`config.mk`:
```
export PLATFORM = sky130hd
export DESIGN_NAME = alu_issue
export DESIGN_NICKNAME = d
export VERILOG_FILES = /design/src/rtl/alu_issue.sv
export SDC_FILE = /design/constraint.sdc
export NUM_CORES = 1
export LEC_CHECK = 0
export CORE_MARGIN = 3
export CORE_UTILIZATION = 52
export DETAILED_ROUTE_END_ITERATION = 12
export MAX_ROUTING_LAYER = met4
export PLACE_DENSITY = 0.86
export SLEW_MARGIN = 10
export SYNTH_ARGS = -nofsm -noshare
export SYNTH_HDL_FRONTEND = slang
export SYNTH_SLANG_ARGS = --single-unit
```
`constraint.sdc`:
```
create_clock -name clk -period 14.5 [get_ports clk]
set_input_delay 3.625 -clock clk [delete_from_list [all_inputs] [get_ports clk]]
set_output_delay 3.625 -clock clk [all_outputs]
set_load 0.02 [all_outputs]
```
`src/rtl/alu_issue.sv`:
```
// alu_issue: RV32I ALU-class decoder feeding a 2-entry issue FIFO.
// Define ALU_ISSUE_BRANCH_EN to also decode conditional branches.
module alu_issue #(
    parameter int DATA_WIDTH    = 32,
    parameter int OPCODE_LENGTH = 4
) (
    input  logic                     clk,
    input  logic                     reset,
    input  logic                     in_valid,
    output logic                     in_ready,
    input  logic [31:0]              instr,
    input  logic [DATA_WIDTH-1:0]    rs1_data,
    input  logic [DATA_WIDTH-1:0]    rs2_data,
    input  logic                     flush,
    output logic                     out_valid,
    input  logic                     out_ready,
    output logic [DATA_WIDTH-1:0]    SrcA,
    output logic [DATA_WIDTH-1:0]    SrcB,
    output logic [OPCODE_LENGTH-1:0] Operation,
    output logic                     illegal,
    output logic [15:0]              issue_count
);
    localparam logic [6:0] OPC_R   = 7'b0110011;
    localparam logic [6:0] OPC_I   = 7'b0010011;
    localparam logic [6:0] F7_BASE = 7'b0000000;
    localparam logic [6:0] F7_ALT  = 7'b0100000;

    localparam logic [OPCODE_LENGTH-1:0] OP_AND = OPCODE_LENGTH'(4'b0000);
    localparam logic [OPCODE_LENGTH-1:0] OP_OR  = OPCODE_LENGTH'(4'b0001);
    localparam logic [OPCODE_LENGTH-1:0] OP_ADD = OPCODE_LENGTH'(4'b0010);
    localparam logic [OPCODE_LENGTH-1:0] OP_SUB = OPCODE_LENGTH'(4'b0011);
    localparam logic [OPCODE_LENGTH-1:0] OP_XOR = OPCODE_LENGTH'(4'b0100);
    localparam logic [OPCODE_LENGTH-1:0] OP_SRA = OPCODE_LENGTH'(4'b0101);
    localparam logic [OPCODE_LENGTH-1:0] OP_SLL = OPCODE_LENGTH'(4'b0110);
    localparam logic [OPCODE_LENGTH-1:0] OP_SRL = OPCODE_LENGTH'(4'b0111);
    localparam logic [OPCODE_LENGTH-1:0] OP_SLT = OPCODE_LENGTH'(4'b1001);
    localparam logic [OPCODE_LENGTH-1:0] OP_ILL = OPCODE_LENGTH'(4'b1111);

    logic [6:0] opcode;
    logic [6:0] funct7;
    logic [2:0] funct3;
    logic       is_r;
    logic       is_i;
    logic       is_shift;
    logic       unused_bits;

    logic [DATA_WIDTH-1:0] imm_s;
    logic [DATA_WIDTH-1:0] imm_z;

    logic [OPCODE_LENGTH-1:0] ar_op;
    logic                     ar_ok;
    logic [OPCODE_LENGTH-1:0] dec_op;
    logic                     dec_ok;
    logic [DATA_WIDTH-1:0]    dec_b;

    logic [DATA_WIDTH-1:0]    ent_a;
    logic [DATA_WIDTH-1:0]    ent_b;
    logic [OPCODE_LENGTH-1:0] ent_op;
    logic                     ent_ill;

    assign opcode      = instr[6:0];
    assign funct3      = instr[14:12];
    assign funct7      = instr[31:25];
    assign is_r        = (opcode == OPC_R);
    assign is_i        = (opcode == OPC_I);
    assign is_shift    = (funct3[1:0] == 2'b01);
    assign unused_bits = ^{instr[19:15], instr[11:7]};

    assign imm_s = {{(DATA_WIDTH-12){instr[31]}}, instr[31:20]};
    assign imm_z = {{(DATA_WIDTH-5){1'b0}}, instr[24:20]};

    // Shared R/I arithmetic table; funct7 only qualifies ADD/SUB on R-type.
    always_comb begin
        ar_op = OP_ILL;
        ar_ok = 1'b1;
        case (funct3)
            3'b000: begin
                if (is_r && funct7 == F7_ALT) ar_op = OP_SUB;
                else if (!is_r || funct7 == F7_BASE) ar_op = OP_ADD;
                else ar_ok = 1'b0;
            end
            3'b001: ar_op = OP_SLL;
            3'b010: ar_op = OP_SLT;
            3'b100: ar_op = OP_XOR;
            3'b101: begin
                if (funct7 == F7_BASE) ar_op = OP_SRL;
                else if (funct7 == F7_ALT) ar_op = OP_SRA;
                else ar_ok = 1'b0;
            end
            3'b110: ar_op = OP_OR;
            3'b111: ar_op = OP_AND;
            default: ar_ok = 1'b0;
        endcase
    end

`ifdef ALU_ISSUE_BRANCH_EN
    localparam logic [6:0] OPC_B = 7'b1100011;
    localparam logic [OPCODE_LENGTH-1:0] OP_BEQ = OPCODE_LENGTH'(4'b1000);
    localparam logic [OPCODE_LENGTH-1:0] OP_BNE = OPCODE_LENGTH'(4'b1010);
    localparam logic [OPCODE_LENGTH-1:0] OP_BLT = OPCODE_LENGTH'(4'b1011);
    localparam logic [OPCODE_LENGTH-1:0] OP_BGE = OPCODE_LENGTH'(4'b1100);

    logic                     is_b;
    logic [OPCODE_LENGTH-1:0] br_op;
    logic                     br_ok;

    assign is_b = (opcode == OPC_B);

    always_comb begin
        br_op = OP_ILL;
        br_ok = 1'b1;
        case (funct3)
            3'b000:  br_op = OP_BEQ;
            3'b001:  br_op = OP_BNE;
            3'b100:  br_op = OP_BLT;
            3'b101:  br_op = OP_BGE;
            default: br_ok = 1'b0;
        endcase
    end
`endif

    always_comb begin
        dec_ok = 1'b0;
        dec_op = ar_op;
        dec_b  = rs2_data;
        unique case (1'b1)
            is_r: dec_ok = ar_ok;
            is_i: begin
                dec_ok = ar_ok;
                dec_b  = is_shift ? imm_z : imm_s;
            end
`ifdef ALU_ISSUE_BRANCH_EN
            is_b: begin
                dec_ok = br_ok;
                dec_op = br_op;
            end
`endif
            default: dec_ok = 1'b0;
        endcase
    end

    assign ent_a   = dec_ok ? rs1_data : '0;
    assign ent_b   = dec_ok ? dec_b : '0;
    assign ent_op  = dec_ok ? dec_op : OP_ILL;
    assign ent_ill = !dec_ok;

    logic [1:0]               count;
    logic                     push;
    logic                     pop;
    logic                     head_from_in;
    logic                     head_from_tail;
    logic                     tail_load;
    logic [DATA_WIDTH-1:0]    tail_a;
    logic [DATA_WIDTH-1:0]    tail_b;
    logic [OPCODE_LENGTH-1:0] tail_op;
    logic                     tail_ill;

    assign in_ready  = (count != 2'd2);
    assign out_valid = (count != 2'd0);
    assign push      = in_valid && in_ready;
    assign pop       = out_valid && out_ready;

    // The head register is the only output source; the tail backs it up.
    assign head_from_in   = !flush && push &&
                            (count == 2'd0 || (count == 2'd1 && pop));
    assign head_from_tail = !flush && pop && count == 2'd2;
    assign tail_load      = !flush && push && count == 2'd1 && !pop;

    always_ff @(posedge clk or posedge reset) begin
        if (reset) begin
            count       <= 2'd0;
            issue_count <= 16'd0;
        end else if (flush) begin
            count <= 2'd0;
        end else begin
            count <= count + {1'b0, push} - {1'b0, pop};
            if (pop) issue_count <= issue_count + 16'd1;
        end
    end

    always_ff @(posedge clk or posedge reset) begin
        if (reset) begin
            SrcA      <= '0;
            SrcB      <= '0;
            Operation <= '0;
            illegal   <= 1'b0;
        end else if (head_from_in) begin
            SrcA      <= ent_a;
            SrcB      <= ent_b;
            Operation <= ent_op;
            illegal   <= ent_ill;
        end else if (head_from_tail) begin
            SrcA      <= tail_a;
            SrcB      <= tail_b;
            Operation <= tail_op;
            illegal   <= tail_ill;
        end
    end

    always_ff @(posedge clk or posedge reset) begin
        if (reset) begin
            tail_a   <= '0;
            tail_b   <= '0;
            tail_op  <= '0;
            tail_ill <= 1'b0;
        end else if (tail_load) begin
            tail_a   <= ent_a;
            tail_b   <= ent_b;
            tail_op  <= ent_op;
            tail_ill <= ent_ill;
        end
    end
endmodule

```
======== Word-level counts from Yosys, hierarchy flattened ========
Cells that the tools add are included.
storage, ports and cells
  register bits ........................... 156
  ROM bits ................................ 0
  memories kept ........................... 0
  output and inout bits ................... 87
  word-level logic and storage cells ...... 76
  RAM bits ................................ 0
  bits in latches ......................... 0
  bits of input ports ..................... 101
operators by class
  div/mod/pow operators ................... 0
  $mul .................................... 0
  mux-type cells .......................... 25
  add/subtract/negate cells ............... 3
  reductions and logical operators ........ 24
  bitwise logic cells ..................... 1
  eq/ne operators ......................... 13
  shift-type cells ........................ 0
  magnitude comparators ................... 0
operators by type and width
  operator                                              number
  2-to-1 mux 32 bit                                     8
  2-to-1 mux 4 bit                                      7
  case mux 4 bit (7 select lines)                       1
  adder 16 x 1 -> 16 bit (second input constant)        1
  equality test 7 x 6 -> 1 bit (second input constant)  2
  equality test 3 bit (second input constant)           4
  logical AND 1 bit                                     10
  equality test 7 x 5 -> 1 bit (second input constant)  1
  zero test 7 bit                                       1
  2-to-1 mux 1 bit                                      7
  OR reduction 5 bit                                    1
  equality test 2 x 1 -> 1 bit (second input constant)  2
  zero test 1 bit                                       4
  nonzero test 2 bit                                    2
  equality test 3 x 1 -> 1 bit (second input constant)  1
  equality test 3 x 2 -> 1 bit (second input constant)  1
  zero test 3 bit                                       1
  case mux 1 bit (3 select lines)                       1
  adder 2 x 1 -> 2 bit                                  1
  equality test 2 bit (second input constant)           1
  zero test 2 bit                                       1
  logical OR 1 bit                                      2
  2-to-1 mux 2 bit                                      1
  != test 2 bit (second input constant)                 1
  other kinds (4)                                       4

======== Depth between registers and ports, before layout ========
  word-level depth ........................ 9
  depth in mapped cells ................... 8
  gate-level depth less buffers ........... 8

======== Worst setup path before layout ========
OpenSTA, ideal clock, no wires.
  path kind ............................... input port to flip-flop
  start point ............................. in instr[25]
  end point ............................... reg Operation[0]
  buffers on the path ..................... 0
  stages on the path ...................... 4
  setup time .............................. 0.133 ns
  slack ................................... 9.287 ns
  arrival time ............................ 5.080 ns
  data required time ...................... 14.367 ns
  cells stage by stage .................... or4_4 or4_4 a2111oi_4 a21oi_2
between the ends
  cells in the longest elaborated chain, start to end .. 8
  elaborated cells on any way between the ends .. 16
  classes of those cells .................. eq/ne: 1; mux: 12; reduce/logical: 3
ends and longest elaborated chain
  element                          RTL line  text
  from (decl)                      11        input logic [31:0] instr,
  zero test 7 bit                  79, 86
  logical OR 1 bit                 79        else if (!is_r || funct7 == F7_BASE) ar_op = OP_ADD;
  2-to-1 mux 1 bit                 79
  2-to-1 mux 1 bit                 78        if (is_r && funct7 == F7_ALT) ar_op = OP_SUB;
  case mux 1 bit (3 select lines)  76        case (funct3)
  2-to-1 mux 1 bit                 126       unique case (1'b1)
  2-to-1 mux 4 bit *               144       assign ent_op = dec_ok ? dec_op : OP_ILL;
  2-to-1 mux 4 bit *               187       end else if (head_from_in) begin
  to (signal assigned)             190       Operation <= ent_op;
  to (signal assigned)             195       Operation <= tail_op;
  to (decl)                        19        output logic [OPCODE_LENGTH-1:0] Operation,
Mark *: on every way between the ends. The rest lies on a longest branch, timed or not.
A chain may end at the register's enable or synchronous reset.

======== Final worst setup path ========
  start point ............................. in flush
  end point ............................... reg SrcB[11]
between the ends
  cells in the longest elaborated chain, start to end .. 4
  elaborated cells on any way between the ends .. 7
  classes of those cells .................. mux: 1; reduce/logical: 6
ends and longest elaborated chain
  element                                                  RTL line  text
  from (decl)                                              14        input logic flush,
  zero test 1 bit *                                        164, 166
  logical AND 1 bit (on tied branches) (2 in series)       164, 166
  2-to-1 mux 32 bit or nonzero test 2 bit (tied branches)  --
  to (signal assigned)                                     189       SrcB <= ent_b;
  to (signal assigned)                                     194       SrcB <= tail_b;
  to (decl)                                                18        output logic [DATA_WIDTH-1:0] SrcB,
Marked as above.

==> impl_metrics.yaml <==
status:
  outcome: "completed"
yosys:
  syn-instance-count: 699
  synth_edf_count: 0
  avgSynthCellArea_um2: 10.0
  ys.flop_type: "dfrtp_1"
  yosys.area.top_type: "dfrtp_1"
  synth_fp_nets: 803
  synth_top_cell_area_share: 0.557
  synth_area_leaders: "dfrtp_1 56%, nand2_1 7.9%, a22oi_1 6.3%, o21ai_0 6.2%, o31ai_1 4.6%"
  synthDistinctLibCells: 50
  seq_area_frac_synth: 0.557
  ys_ff_latch: 156
  yosys_warnings: 0
  synth_area_mm2: 0.00701
  synthTopCellsByCount: "156 x dfrtp_1, 147 x nand2_1, 87 x o21ai_0, 59 x a22oi_1"
  async_flop_share: 1.00
  yosysMostFrequentCell: "dfrtp_1"
setup_path:
  path_cells: "clkdlybuf4s50_1, or3b_2, nor4_1, nand4_1, o21ai_0"
  crit_path_start_kind: "input port"
  endpoint_kind: "register"
  required_ps: 14800
  regToRegSetupSlack_ps: 11800
  crit_type: "in2reg"
  worst_ep_arrival_time_ps: 6370
  worst-path-max-fanout: 22
  cpPeakStageDelay_ps: 740
  slowest_stage: "nand4_1"
sta:
  hold_viol: 0
  slew_violations: 0
  tns_ps: 0
  slew_headroom: 0.207
  fmax_mhz: 165
  tightest_slew_ps: 1190
  post-route-period-util: 0.419
  worst_clock_skew_ps: 8.04
  rsz0062_at_grt: "false"
  period_needed_ps: 6080
  fin_hold_ws_ps: 478
  setup_viol: 0
clock_tree:
  cts_tree: "built"
  cts_root_buf: "clkbuf_16"
  postCtsSetupBuffers: 0
  ctsLongestPathBuffers: 2
  cts_made_buffers: 17
  clock_sinks: 156
  cts-hold-fix-buffers: 0
  cts_resized: 0
  cts.clk_slew.worst_paths_ps: 60
  htreeDepth: 4
  clock_latency_ps: 420
finish:
  multi_input_area_mm2: 0.00288
  insertedDiodeCount: 0
  drive_gt1_frac: 0.0720
  n_fill_cell: 894
  seq_area_mm2: 0.00390
  fin_nets: 952
  syn2layout_area_growth_pct: 35.6
floorplanning:
  die_h_um: 122
  die_w_um: 122
  start_util: 0.544
  rows: 41
  die_area_mm2: 0.0149
  pin_count: 188
  core_mm2: 0.0129
pwr:
  comb_power_share: 0.177
  switchingPower_uw: 313
  vdd_drop_max_v: 0.0000793
  p_int_uw: 858
  p_sw_frac: 0.267
  p_leak_nw: 3.89
  clkPwrFrac: 0.408
  seqPwrFrac: 0.415
  pwr_density_cell_mw_per_mm2: 123
grt:
  grt_overflow_total: 0
  grt_pass1_vias: 6042
  grt_pass1_wl_um: 30800
  grt_max_degree: 101
  grt_use_total: 0.270
  antenna_found_initial: 0
detailed_routing:
  wirelength_um: 19200
  drc: 0
  drt-wirelength-per-cell_um: 18.6
  drt-pass1-iter-count: 6
  detail-route-antenna-nets: 0
  drt_iter0_drc: 600
  vias_per_cell: 5.91
  vias: 6104
placed_design:
  placement.io_buffers: 177
  gp_congestion: 0.819
  dpl.hpwl_um: 12400
min_path:
  min_path_type: "reg2reg"
flow_run:
  maxCapViolations: 0
cell families (layout without fill, tap and decap cells):
family          Yosys count  in the layout  share of synthesized area
flops                   156            156                      0.557
xor+xnor                 17             17                     0.0213
simple gates            213            213                      0.139
compound gates          237            237                      0.220
buf+inv                  60            222                     0.0373
mux                      13             13                     0.0198
fa+ha+maj                 3              3                    0.00536
power by group through the flow:
| stage | registers (mW) | clock network (mW) | logic [mW] |
|---|---|---|---|
| after CTS | 0.485 | 0.483 | 0.209 |
| after global placement | 0.490 | 0 | 0.202 |
| after floorplan | 0.505 | 0 | 0.0967 |
| after global routing | 0.489 | 0.504 | 0.224 |
| after detailed placement | 0.493 | 0 | 0.207 |
| final | 0.485 | 0.478 | 0.207 |
metrics by stage:
stage          utilization  cells  power (mW)  instance area [um2]  setup WS [ps]
2_1_floorplan            -    699       0.602                 7010           6670
3_3_place_gp         0.687   1001       0.692                 8850           8090
3_5_place_dp         0.687   1001       0.700                 8850           8030
4_1_cts              0.738   1033        1.18                 9500           8390
5_1_grt              0.738   1033        1.22                 9500           8150
6_report             0.738   1033        1.17                 9500           8420
routing by layer:
layer	share of wire	vias up	wire [um]	global-route usage
met5	0	-	0	-
met4	0.014	0	267	0.0791
met3	0.073	27	1400	0.0590
met2	0.51	268	9760	0.440
met1	0.40	3000	7750	0.344
li1	-	2809	-	-
sequential cells by signal (all words and copies together), names as in the netlist:
| register | count |
|---|---|
| tail_a | 32 |
| tail_b | 32 |
| SrcB | 32 |
| count | 2 |
| SrcA | 32 |
| tail_ill | 1 |
| issue_count | 16 |
| illegal | 1 |
| Operation | 4 |
| tail_op | 4 |
final timing paths:
check                                              end                         from  cells past startpoint
max                               SrcB[11]$_DFFE_PP0P_                        flush                      5
min                        issue_count[15]$_DFFE_PP0P_  issue_count[15]$_DFFE_PP0P_                      1
max reg2reg                       SrcB[11]$_DFFE_PP0P_           count[1]$_DFF_PP0_                      4
min reg2reg                issue_count[15]$_DFFE_PP0P_  issue_count[15]$_DFFE_PP0P_                      1
max in group asynchronous       tail_b[10]$_DFFE_PP0P_                        reset                      3
min in group asynchronous       tail_a[21]$_DFFE_PP0P_                        reset                      2
area by class of cell:
class                           instances  share of cell area
Clock inverter                          9              0.0167
Sequential cell                       156               0.411
Clock buffer                           23              0.0514
Multi-Input combinational cell        483               0.303
Inverter                                6             0.00290
Tap cell                              172              0.0227
Timing Repair Buffer                  184               0.192
cells in the final DEF (no fill, tap or decap), types with 3 or more instances in the layout:
master	n
a211oi_1	3
a21boi_0	7
a21oi_1	24
a22oi_1	59
and2_1	4
buf_4	7
bufinv_16	4
clkbuf_16	17
clkbuf_8	4
clkdlybuf4s50_1	177
clkinvlp_4	4
dfrtp_1	156
ha_1	3
inv_1	5
mux2_2	7
mux2i_1	6
nand2_1	146
nand2b_1	9
nand3_1	6
nand4_1	12
nor2_1	9
nor4_1	3
o21ai_0	87
o31ai_1	43
xnor2_1	11
xor2_1	6
critical path, delay by kind of cell:
family	cells	cell delay, ps
buffers and inverters	1	560
AOI/OAI and AO/OA	1	530
and+or+nand+nor	3	1640
Note: power is estimated with default switching activity, not from simulation.
